$ cat config.mk
export PLATFORM = sky130hd
export DESIGN_NAME = halt_dump_ctrl
export DESIGN_NICKNAME = d
export VERILOG_FILES = /design/src/rtl/halt_dump_ctrl.sv
export SDC_FILE = /design/constraint.sdc
export NUM_CORES = 1
export LEC_CHECK = 0
export ABC_AREA = 1
export CORE_MARGIN = 1.5
export CORE_UTILIZATION = 45
export CTS_CLUSTER_SIZE = 28
export DETAILED_ROUTE_END_ITERATION = 12
export PLACE_DENSITY = 0.83
export SYNTH_ARGS = -nofsm -noshare
export SYNTH_HDL_FRONTEND = slang
export SYNTH_SLANG_ARGS = --single-unit
$ cat constraint.sdc
create_clock -name clk_i -period 2.03 [get_ports clk_i]
set_input_delay 0.3045 -clock clk_i [delete_from_list [all_inputs] [get_ports clk_i]]
set_output_delay 0.3045 -clock clk_i [all_outputs]
set_load 0.01 [all_outputs]
$ cat src/rtl/halt_dump_ctrl.sv
// Halt detector and data-RAM dump engine: stalls the CPU on a halt pattern or snapshot request,
// drains, then streams BASE_ADDR..BASE_ADDR+DEPTH-1 over valid/ready (one word per >=3 cycles).
module halt_dump_ctrl #(
    parameter int                 DATA_W       = 32,
    parameter int                 ADDR_W       = 9,
    parameter int                 DEPTH        = 512,
    parameter int                 BASE_ADDR    = 0,
    parameter int                 INSTR_W      = 32,
    parameter logic [INSTR_W-1:0] HALT_PATTERN = 32'hFFFFFFFF,
    parameter int                 DRAIN_CYCLES = 5
) (
    input  logic              clk_i,
    input  logic              rst_n_i,
    input  logic [INSTR_W-1:0] instr_d_i,
    input  logic              dump_req_i,
    output logic              cpu_stall_o,
    output logic [ADDR_W-1:0] mem_addr_o,
    input  logic [DATA_W-1:0] mem_rdata_i,
    output logic [DATA_W-1:0] dout_o,
    output logic              dout_valid_o,
    input  logic              dout_ready_i,
    output logic              dout_last_o,
    output logic              busy_o,
    output logic              done_o
);

    localparam int                IDX_W      = $clog2(DEPTH + 1);
    localparam logic [IDX_W-1:0]  LAST_IDX   = IDX_W'(DEPTH - 1);
    localparam logic [7:0]        DRAIN_LAST = 8'((DRAIN_CYCLES > 0) ? DRAIN_CYCLES - 1 : 0);
    localparam logic [ADDR_W-1:0] BASE       = ADDR_W'(BASE_ADDR);

    typedef enum logic [2:0] {
        S_RUN   = 3'd0,
        S_DRAIN = 3'd1,
        S_READ  = 3'd2,
        S_CAPT  = 3'd3,
        S_SEND  = 3'd4,
        S_DONE  = 3'd5
    } state_t;

    // A zero drain period skips the DRAIN state entirely.
    localparam state_t S_ENTRY = (DRAIN_CYCLES == 0) ? S_READ : S_DRAIN;

    state_t              state_q, state_d;
    logic                halted_q, halted_d;
    logic [IDX_W-1:0]    idx_q, idx_d;
    logic [7:0]          drain_q, drain_d;
    logic [DATA_W-1:0]   dout_q, dout_d;
    logic                halt_hit;

    assign halt_hit = (instr_d_i == HALT_PATTERN);

    always_ff @(posedge clk_i or negedge rst_n_i) begin
        if (!rst_n_i) begin
            state_q  <= S_RUN;
            halted_q <= 1'b0;
            idx_q    <= '0;
            drain_q  <= '0;
            dout_q   <= '0;
        end else begin
            state_q  <= state_d;
            halted_q <= halted_d;
            idx_q    <= idx_d;
            drain_q  <= drain_d;
            dout_q   <= dout_d;
        end
    end

    always_comb begin
        state_d  = state_q;
        halted_d = halted_q;
        idx_d    = idx_q;
        drain_d  = '0;
        dout_d   = dout_q;
        case (state_q)
            S_RUN: begin
                // Halt takes priority over a coincident snapshot request.
                if (halt_hit) begin
                    halted_d = 1'b1;
                    state_d  = S_ENTRY;
                end else if (dump_req_i) begin
                    state_d  = S_ENTRY;
                end
            end
            S_DRAIN: begin
                if (drain_q == DRAIN_LAST) begin
                    state_d = S_READ;
                end else begin
                    drain_d = drain_q + 8'd1;
                end
            end
            S_READ: state_d = S_CAPT;
            S_CAPT: begin
                dout_d  = mem_rdata_i;
                state_d = S_SEND;
            end
            S_SEND: begin
                if (dout_ready_i) begin
                    if (idx_q == LAST_IDX) begin
                        idx_d   = '0;
                        state_d = halted_q ? S_DONE : S_RUN;
                    end else begin
                        idx_d   = idx_q + IDX_W'(1);
                        state_d = S_READ;
                    end
                end
            end
            S_DONE: begin
                if (dump_req_i) begin
                    idx_d   = '0;
                    state_d = S_READ;
                end
            end
            default: state_d = S_RUN;
        endcase
    end

    always_comb begin
        cpu_stall_o  = halted_q || (state_q != S_RUN);
        busy_o       = (state_q == S_DRAIN) || (state_q == S_READ) ||
                       (state_q == S_CAPT)  || (state_q == S_SEND);
        done_o       = (state_q == S_DONE);
        dout_valid_o = (state_q == S_SEND);
        dout_last_o  = (state_q == S_SEND) && (idx_q == LAST_IDX);
        mem_addr_o   = BASE + ADDR_W'(idx_q);
        dout_o       = dout_q;
    end

endmodule

# --- After elaboration in Yosys (flattened, before gate mapping) ---
# Index checks and enable logic that the tools add are counted.
op_classes:
  eq_ne: 12
  reduce_logical: 11
  addsub: 2
  n_mux: 14
op_table:
  columns: ["op", "count"]
  rows:
  - ["equality test 32 bit, second input constant", 1]
  - ["two-way mux 10 bit", 3]
  - ["two-way mux 3 bit", 7]
  - ["case mux 10 bit (2 select lines)", 1]
  - ["case mux 3 bit (6 select lines)", 1]
  - ["two-way mux 8 bit", 2]
  - ["adder 10 x 1 -> 10 bit, second input constant", 1]
  - ["equality test 10 x 9 -> 1 bit, second input constant", 1]
  - ["adder 8 x 1 -> 8 bit, second input constant", 1]
  - ["equality test 8 x 3 -> 1 bit, second input constant", 1]
  - ["equality test 3 x 2 -> 1 bit, second input constant", 2]
  - ["equality test 3 bit, second input constant", 2]
  - ["logical OR 1 bit", 4]
  - ["!= test 2 bit, second input constant", 2]
  - ["AND reduction 4 bit", 1]
  - ["equality test 3 x 1 -> 1 bit, second input constant", 1]
  - ["zero test 3 bit", 1]
  - ["!= test 3 bit, second input constant", 1]
  - ["AND reduction 3 bit", 1]
  - ["nonzero test 3 bit", 1]
  - ["!= test 2 x 1 -> 1 bit, second input constant", 1]
  - ["AND reduction 2 bit", 1]
  - ["nonzero test 2 bit", 1]
  - ["logical AND 1 bit", 1]
totals:
  output_inout_bits: 46
  register_bits: 54
  elab_cells: 44

# --- Depth between registers and ports, before layout ---
depth:
  word_depth: 4
  ltp_mapped: 9
  mapped_depth_nobuf: 9

# --- Worst setup path after synthesis ---
# Ideal clock, no wire load.
synth_timing:
  kind: "reg2out"
  start: "register idx_q[0]"
  end: "output port dout_last_o"
  stages_incl_launch_ff: 6
  setup_slack_ps: 637
  n_path_buf: 0
  t_arrival_ps: 1089
  cell_sequence: "dfrtp_1 > ha_1 > nand3_1 > nor2_1 > nand2_1 > nor2_1"
synth_between:
  elab_chain_len: 2
synth_rtl:
  columns: ["element", "line", "text"]
  rows:
  - ["start: declaration", "46", "logic [IDX_W-1:0] idx_q, idx_d;"]
  - ["start signal: assignment", "63", "idx_q <= idx_d;"]
  - ["equality test 10 x 9 -> 1 bit", "124", "dout_last_o = (state_q == S_SEND) && (idx_q == LAST_IDX);"]
  - ["logical AND 1 bit", "124", null]
  - ["end: declaration", "22", "output logic dout_last_o,"]
# No other way between the ends.

# --- Worst setup path after layout ---
layout_timing:
  start: "register state_q[0]"
  end: "output port dout_valid_o"
layout_between:
  elab_chain_len: 1
layout_rtl:
  columns: ["element", "line", "text"]
  rows:
  - ["start: declaration", "44", "state_t state_q, state_d;"]
  - ["start signal: assignment", "61", "state_q <= state_d;"]
  - ["equality test 3 bit", "123", "dout_valid_o = (state_q == S_SEND);"]
  - ["end: declaration", "20", "output logic dout_valid_o,"]
# No other way between the ends.

==> results.txt <==
status: finished clean
post-synthesis xor/xnor area fraction: 0%
number of synthesized register bits: 54
PwrDens: 1200 nW/µm²
Num CTS Buffers: 5
worst setup path category: reg -> out
post-synthesis compound-gate area fraction: 4.09%
Slew HR: 65.3%
I/O pins: 114
Clock Skew: 0.00965 ns
synthesized cell area: 2600 µm²
starting density of the core: 46.9%
vias in the first global route: 2370
vias: 2235
synthesized net count: 345
Syn-to-layout area delta: 48.9%
CP Capture Type: primary output
# H-tree levels: 2
leakage: 1.72 nW
smallest hold slack: 0.482 ns
total grt overflow: 0
largest family of logic cells by synthesized area: simple AND/OR/NAND/NOR gates
Distinct cells, synth: 23
clock root cell: clkbuf_8
initial antenna violation count: 0
Gate Count Post-Synth: 274
Syn. warnings: 0
global placement routability congestion: 0.822
Clk Latency, worst-skew pair: 0.30 ns
core region area: 5540 µm²
share of layout cells above drive strength 1: 15.2%
setup TNS: 0 ns
Final Setup Violations: 0
ANT cells: 0
pin count of the biggest net entering global routing: 34
Seq/Total Area, Yosys: 52.0%
Worst-Margin Slew: 0.520 ns
most common cell after layout, fill and taps aside: clkdlybuf4s50_1
total track usage: 20.9%
Via-to-Cell Ratio: 4.87
crit path time final: 1.92 ns
net count reported at finish: 458
crit path launch type: register
Avg Inst Size Synth: 9.48 µm²
I/O Buffers: 113
Max Cap Violations: 0
Hold Crit Class: reg -> reg
crit path max fanout: 5
die area: 6240 µm²
post-synthesis mux area share: 13.9%
fin crit share: 94.6%
CP Data Required Time: 1.73 ns
Routed Antenna Nets: 0
CTS tree: done
routed length per instance: 12.9 µm
1st-pass router iterations: 5
clk buf depth: 2
Starting DRT DRC Count: 59
# DRC: 0
Arrival @ worst endpoint: 1.62 ns
Die W: 79.0 µm
row count: 27
Die Y: 79.0 µm
Peak VDD IR: 0.867 mV
DP HPWL: 4.60 mm
fmax: 521 MHz
commonest non-fill, non-tap cells in the layout: clkdlybuf4s50_1 (111), nand2_1 (60), dfrtp_1 (54)
final wirelength: 5.94 mm
final hold violations: 0
Clock transition at path regs: 0.09 ns
Pins Over Slew Limit: 0
Clock Sinks: 54
first-pass GRT wire length: 10.2 mm
Post-Synth Simple-Gate Area: 21.1%
post-synthesis adder-cell area fraction: 1.45%
## per-stage QoR
stage | area [µm²] | cells | util [%] | setup WS, ns | power, mW
final | 3870 | 459 | 69.8 | 0.109 | 4.63
after global routing | 3870 | 459 | 69.8 | -0.0172 | 4.97
after CTS | 3860 | 459 | 69.7 | 0.100 | 4.68
after detailed placement | 3760 | 450 | 67.8 | 0.107 | 4.07
after global placement | 3760 | 450 | 67.8 | 0.163 | 3.99
after floorplan | 2600 | 274 | - | 0.637 | 2.95
## cell families after synthesis
group	count (synthesis)
AOI/OAI and AO/OA	20
buffers and inverters	39
adders and majority gates	3
muxes	32
DFF	54
and+or+nand+nor	126
## repair_timing
action,4_1_cts,5_1_grt
hold buffers,1,0
endpoints found under the hold margin,22,0
pin swaps,0,1
gates resized for setup,2,2
setup endpoints to repair,1,1
setup buffers,1,0
## cell usage after synthesis (all sizes together)
cell     n  area share (%)
inv     26             3.8
nand3   15             3.1
buf     13             3.8
dfrtp   54              52
mux2    32              14
a21oi   11             2.1
nand2   64              10
nand4    4            0.96
ha       3             1.4
o21ai    7             1.3
a31o     1            0.34
nor3     3            0.58
nand3b   1            0.29
nor2    39             6.1
o21a     1            0.29
## flip-flops by register name, indices dropped and copies added (netlist names)
signal,flops
dout_o,32
idx_q,10
drain_q,8
state_q,3
halted_q,1
## worst max-delay path, cell delays in order, from the launching register on
cell,delay [ns]
dfrtp_1,0.44
inv_1,0.11
nand2_2,0.08
nor2_2,0.14
clkdlybuf4s50_1,0.56
## path summary, 6_finish.rpt
check	from	end	slack, ns	cells after the start
worst max register to register	state_q[0]	idx_q[7]	0.55	8
worst min-delay path	drain_q[0]	drain_q[0]	0.48	1
worst max-delay path	state_q[0]	dout_valid_o	0.11	4
min in group asynchronous	rst_n_i	dout_o[31]	0.50	2
worst min register to register	drain_q[0]	drain_q[0]	0.48	1
max in group asynchronous	rst_n_i	drain_q[0]	0.98	3
## cell type report
type | count | area (µm²)
Fill cell | 459 | 1670
Sequential cell | 54 | 1350
Timing Repair Buffer | 119 | 1180
Multi-Input combinational cell | 181 | 1060
Inverter | 26 | 97.6
Tap cell | 72 | 90.1
Clock buffer | 5 | 68.8
Clock inverter | 2 | 13.8
## where the power goes
group / leakage (nW) / switching (mW) / internal [mW]
registers: 0.655 / 0.260 / 1.51
logic: 1.02 / 0.963 / 1.33
clock network: 0.0444 / 0.329 / 0.239
## metal layers
layer / part of all wire [%] / routed length [µm] / GRT usage [%] / up-vias
li1: - / - / - / 1102
met1: 38 / 2250 / 23.7 / 1061
met2: 53 / 3160 / 36.8 / 66
met3: 8.1 / 481 / 7.59 / 6
met4: 0.86 / 51 / 5.79 / 0
met5: 0 / 0 / 0 / -
Power figures use the tool's default switching activity.
